--- src/rtl/mips_boot_loader_pkg.sv ---
// Shared types and default widths for the MIPS boot loader and imem.
package mips_boot_pkg;

  localparam int ADDR_W_DEF      = 8;
  localparam int DATA_W_DEF      = 32;
  localparam int HOLD_CYCLES_DEF = 2;

  typedef enum logic [1:0] {
    LOAD  = 2'd0,
    HOLD  = 2'd1,
    RUN   = 2'd2,
    ERROR = 2'd3
  } state_e;

endpackage

--- src/rtl/mips_boot_loader_if.sv ---
// Instruction-word stream into the boot loader (valid/ready).
interface mips_boot_loader_if #(
  parameter int DATA_W = 32
);

  logic              s_valid;
  logic              s_ready;
  logic [DATA_W-1:0] s_data;
  logic              s_last;

  modport master (
    output s_valid,
    output s_data,
    output s_last,
    input  s_ready
  );

  modport slave (
    input  s_valid,
    input  s_data,
    input  s_last,
    output s_ready
  );

endinterface

--- src/rtl/mips_boot_loader.sv ---
// Streams an image into imem from address 0, then releases the core.
module mips_boot_loader
  import mips_boot_pkg::*;
#(
  parameter int ADDR_W      = ADDR_W_DEF,
  parameter int DATA_W      = DATA_W_DEF,
  parameter int HOLD_CYCLES = HOLD_CYCLES_DEF
) (
  input  logic              clk,
  input  logic              reset,
  mips_boot_loader_if.slave s,
  output logic              imem_we,
  output logic [ADDR_W-1:0] imem_addr,
  output logic [DATA_W-1:0] imem_wdata,
  output logic              cpu_reset,
  output logic              load_done,
  output logic [ADDR_W:0]   word_count,
  output logic [DATA_W-1:0] checksum,
  output logic              overflow_err
);

  localparam int HW = $clog2(HOLD_CYCLES + 1);

  localparam logic [ADDR_W:0] FULL =
    {1'b1, {ADDR_W{1'b0}}};
  localparam logic [ADDR_W:0] LAST_IDX =
    {1'b0, {ADDR_W{1'b1}}};

  state_e            state_q, state_d;
  logic [HW-1:0]     hold_q, hold_d;
  logic              we_q;
  logic [ADDR_W-1:0] addr_q;
  logic [DATA_W-1:0] wdata_q;
  logic [ADDR_W:0]   cnt_q;
  logic [DATA_W-1:0] cs_q;
  logic              accept;

  assign s.s_ready = reset & (state_q == LOAD);
  assign accept    = s.s_valid & s.s_ready;

  // Counter runs HOLD_CYCLES..0, so the core sees
  // HOLD_CYCLES+1 held cycles after the last accept.
  always_comb begin
    state_d = state_q;
    hold_d  = hold_q;
    unique case (state_q)
      LOAD: begin
        if (accept) begin
          unique case (1'b1)
            s.s_last: begin
              state_d = HOLD;
              hold_d  = HW'(HOLD_CYCLES);
            end
            (cnt_q == LAST_IDX): state_d = ERROR;
            default: ;
          endcase
        end
      end
      HOLD: begin
        if (hold_q == '0) state_d = RUN;
        else              hold_d  = hold_q - 1'b1;
      end
      RUN:   ;
      ERROR: ;
      default: state_d = ERROR;
    endcase
  end

  always_ff @(posedge clk) begin
    if (!reset) begin
      state_q <= LOAD;
      hold_q  <= '0;
      we_q    <= 1'b0;
      addr_q  <= '0;
      wdata_q <= '0;
      cnt_q   <= '0;
      cs_q    <= '0;
    end else begin
      state_q <= state_d;
      hold_q  <= hold_d;
      we_q    <= accept;
      if (accept) begin
        addr_q  <= cnt_q[ADDR_W-1:0];
        wdata_q <= s.s_data;
        cs_q    <= cs_q ^ s.s_data;
        if (cnt_q != FULL) cnt_q <= cnt_q + 1'b1;
      end
    end
  end

  assign imem_we      = we_q;
  assign imem_addr    = addr_q;
  assign imem_wdata   = wdata_q;
  assign word_count   = cnt_q;
  assign checksum     = cs_q;
  assign cpu_reset    = (state_q != RUN);
  assign load_done    = (state_q == RUN);
  assign overflow_err = (state_q == ERROR);

endmodule

--- src/flat_wrapper.sv ---
// flat-port wrapper written by rule: the top's interface ports become plain ports
module mips_boot_loader_flat import mips_boot_pkg::*;
#(
  parameter int ADDR_W      = ADDR_W_DEF,
  parameter int DATA_W      = DATA_W_DEF,
  parameter int HOLD_CYCLES = HOLD_CYCLES_DEF
)
  (clk, reset, imem_we, imem_addr, imem_wdata, cpu_reset, load_done, word_count, checksum, overflow_err, s_s_valid, s_s_data, s_s_last, s_s_ready);
  mips_boot_loader_if #(.DATA_W(DATA_W)) s_i ();
  input  logic clk;
  input  logic reset;
  output logic imem_we;
  output logic [ADDR_W-1:0] imem_addr;
  output logic [DATA_W-1:0] imem_wdata;
  output logic cpu_reset;
  output logic load_done;
  output logic [ADDR_W:0] word_count;
  output logic [DATA_W-1:0] checksum;
  output logic overflow_err;
  input wire logic [$bits(s_i.s_valid)-1:0] s_s_valid;
  input wire logic [$bits(s_i.s_data)-1:0] s_s_data;
  input wire logic [$bits(s_i.s_last)-1:0] s_s_last;
  output wire logic [$bits(s_i.s_ready)-1:0] s_s_ready;
  assign s_i.s_valid = s_s_valid;
  assign s_i.s_data = s_s_data;
  assign s_i.s_last = s_s_last;
  assign s_s_ready = s_i.s_ready;
  mips_boot_loader #(.ADDR_W(ADDR_W), .DATA_W(DATA_W), .HOLD_CYCLES(HOLD_CYCLES)) u_core (.clk(clk), .reset(reset), .s(s_i), .imem_we(imem_we), .imem_addr(imem_addr), .imem_wdata(imem_wdata), .cpu_reset(cpu_reset), .load_done(load_done), .word_count(word_count), .checksum(checksum), .overflow_err(overflow_err));
endmodule
--- config.mk ---
export PLATFORM = sky130hd
export DESIGN_NAME = mips_boot_loader_flat
export DESIGN_NICKNAME = d
export VERILOG_FILES = /design/src/rtl/mips_boot_loader_pkg.sv /design/src/rtl/mips_boot_loader_if.sv /design/src/rtl/mips_boot_loader.sv /design/src/flat_wrapper.sv
export SDC_FILE = /design/constraint.sdc
export NUM_CORES = 1
export LEC_CHECK = 0
export ABC_AREA = 1
export CORE_UTILIZATION = 45
export CTS_CLUSTER_SIZE = 40
export DETAILED_ROUTE_END_ITERATION = 6
export GPL_TIMING_DRIVEN = 0
export HOLD_SLACK_MARGIN = 0.12
export PLACE_DENSITY_LB_ADDON = 0.1
export SLEW_MARGIN = 10
export SYNTH_ARGS = -nofsm -noshare
export SYNTH_HDL_FRONTEND = slang
export SYNTH_SLANG_ARGS = --single-unit
--- constraint.sdc ---
create_clock -name clk -period 1.81 [get_ports clk]
set_input_delay 0.4525 -clock clk [delete_from_list [all_inputs] [get_ports clk]]
set_output_delay 0.4525 -clock clk [all_outputs]
set_load 0.03 [all_outputs]
==> qor.yml <==
logic_synthesis:
  synth_edf_count: 0
  synth_area_per_cell_um2: 7.571
  syn_inst: 488
  ys_types: 27
  seq_area_frac_synth_pct: 46.60
  netlist_area_mm2: 0.003695
  yosysWarnings: 0
  synth_top_area_share_pct: 46.60
  synthFlopType: "dfxtp_1"
  synthArstFlopShare_pct: 0
  syn-num-nets: 528
  yosys.area.top_type: "dfxtp_1"
  synth_seq_cells: 86
  synth_top_cells_by_area: "dfxtp_1 (47%), nand2_1 (14%), nor2_1 (7.1%), inv_1 (5.8%), a21oi_1 (5.4%)"
cells_and_area:
  postLayoutCellArea_mm2: 0.005100
  fillers: 758
  nets: 660
  insertedDiodeCount: 0
  final_util_pct: 64.99
  layout_commonest_cell: "nand2_1"
  multi_input_area_mm2: 0.001630
  regArea_mm2: 0.001727
  syn2layout_area_growth_pct: 38.03
  final_cell_mix: "nand2_1 (138), dlygate4sd2_1 (83), dfxtp_1 (82), nor2_1 (70), inv_1 (57)"
  drive_gt1_share_pct: 11.38
  final_cells: 726
timing:
  setup_slack_ns: 0.04508
  period_needed_ns: 1.765
  fin_skew_ns: 0.009197
  slew_violations: 0
  max_slew_margin_pct: 59.08
  final_hold_viol_count: 0
  rsz0062_at_grt: "false"
  tightest_slew_ns: 0.6138
  fin_crit_sh_pct: 97.51
  timing.fmax_ghz: 0.5666
  setup_viol: 0
routing:
  vias_per_cell: 4.793
  wirelength_mm: 9.306
  drc: 0
  routedWlPerCell_um: 12.82
  vias: 3480
  first_pass_iters: 6
  drt_iter0_drc: 170
  ant_nets: 0
setup_path:
  cp_max_fo: 1
  rrSetupSlack_ns: 0.18
  r2r_start: "u_core.word_count[1]"
  timing.reg2reg.worst_path_depth: 8
  crit_path_max_incr_delay_ns: 0.66
  arrival_ns: 1.31
  crit_chain: "clkdlybuf4s50_1"
  criticalPathCategory: "reg2out"
  cp_num_buf_inv: 1
  cp.required_ns: 1.36
  cp-start-kind: "flip-flop"
  cp_slowest_cell: "clkdlybuf4s50_1"
  crit_start: "u_core.imem_we"
  cp_top_family: "buffers and inverters"
  cp-end-kind: "primary output"
  r2r_end: "u_core.state_q[1]"
global_routing:
  grt_pass1_wl_mm: 14.95
  grt_max_degree: 14
  grt-ovfl-total: 0
  grt.total_usage_pct: 22.31
  grt_pass1_vias: 3283
  antenna_found_initial: 0
clock_network:
  clock_sinks: 86
  ctsHoldBuffers: 0
  numCtsBuffers: 9
  cts_tree: "built"
  post_cts_buffers: 0
  cts-root-buf: "clkbuf_8"
  clock_latency_ns: 0.35
  cts_buffer_depth: 2
  clk_pin_slew_ns: 0.08
  h-tree-depth: 3
power:
  vdd_drop_max_mv: 0.4022
  total_leakage_power_nw: 2.585
  powerDensity_mw_per_mm2: 798.2
status:
  status: "finished clean"
place:
  placed_area_mm2: 0.005034
  gp_congestion: 0.9025
  portBuffers: 121
  place_inst: 711
  dp_hpwl_mm: 6.924
  post-place-ws_ns: -0.5693
die:
  core_mm2: 0.007848
  die_w_um: 92.61
  fp.dieH_um: 92.61
  io_pins: 122
  die_area_mm2: 0.008577
  row_count: 32
  initial_utilization_pct: 47.08
worst_hold_path:
  worstHoldStart: "u_core.imem_wdata[9]"
  hold_depth: 2
  holdPathEnd: "u_core.imem_wdata[9]"
  hp-class: "reg2reg"
job:
  maxCapViolations: 0
## how the worst max path moves through the flow
stage	endpoint	cells past startpoint
2_1_floorplan	u_core.state_q[0]	8
3_3_place_gp	s_s_ready	4
3_5_place_dp	s_s_ready	4
4_1_cts	cpu_reset	4
5_1_grt	imem_we	1
6_report	imem_we	1
## synthesized netlist by cell type (5+ instances only)
library cell,number
nand2_1,138
dfxtp_1,86
nor2_1,70
inv_1,57
a21oi_1,40
nand3_1,17
nor3b_2,15
nand2_4,12
o21ai_0,11
buf_2,10
nand4_1,5
## kinds of logic (layout without fill, tap and decap cells)
logic type,Yosys count,in the layout,synth area share (%)
and+or+nand+nor,265,265,34.95
DFF,86,86,46.60
buffers and inverters,78,214,9.516
AOI/OAI and AO/OA,54,54,7.348
adders and majority gates,4,4,1.355
xor gates and xnor gates,1,1,0.2371
## state kept, by name (all words and copies together) (netlist names)
| register | cells |
|---|---|
| u_core.word_count | 9 |
| u_core.imem_wdata | 32 |
| u_core.hold_q | 2 |
| u_core.checksum | 32 |
| u_core.imem_we | 1 |
| u_core.imem_addr | 8 |
| u_core.state_q | 2 |
## stage by stage
stage	setup TNS, ns	hold slack (ns)	power [mW]
floorplan	0	0.4516	2.633
global placement	-9.806	0.4466	2.987
detailed placement	-11.63	0.4524	3.009
CTS	0	0.4649	4.108
global route	0	0.4860	4.275
finish	0	0.4621	4.071
## area by class of cell
type	instances	area share, %
timing repair buffer	121	21.54
clock inverter	4	0.4661
multi-input combinational	324	31.97
clock buffer	11	2.772
inverter	58	4.269
sequential	86	33.86
tap	102	2.502
buffer	20	2.625
## timing repair
| action | CTS | global route |
|---|---|---|
| endpoints found under the setup margin | 85 | 4 |
| gates cloned | 0 | 0 |
| gates resized for setup | 94 | 6 |
| pin swaps | 0 | 0 |
## metal layers
layer	vias up	track usage, %	wire (µm)
li1	1771	-	-
met1	1600	28.12	4195
met2	98	37.28	4376
met3	11	4.762	607
met4	0	8.590	127
met5	-	0	0
## report_power, final
group	switching (mW)	leakage (nW)	total (mW)	internal (mW)
combinational	0.529	1.79	0.840	0.311
sequential	0.0571	0.703	2.05	2.00
clock	0.654	0.0889	1.18	0.525
(Power assumes the default switching activity.)
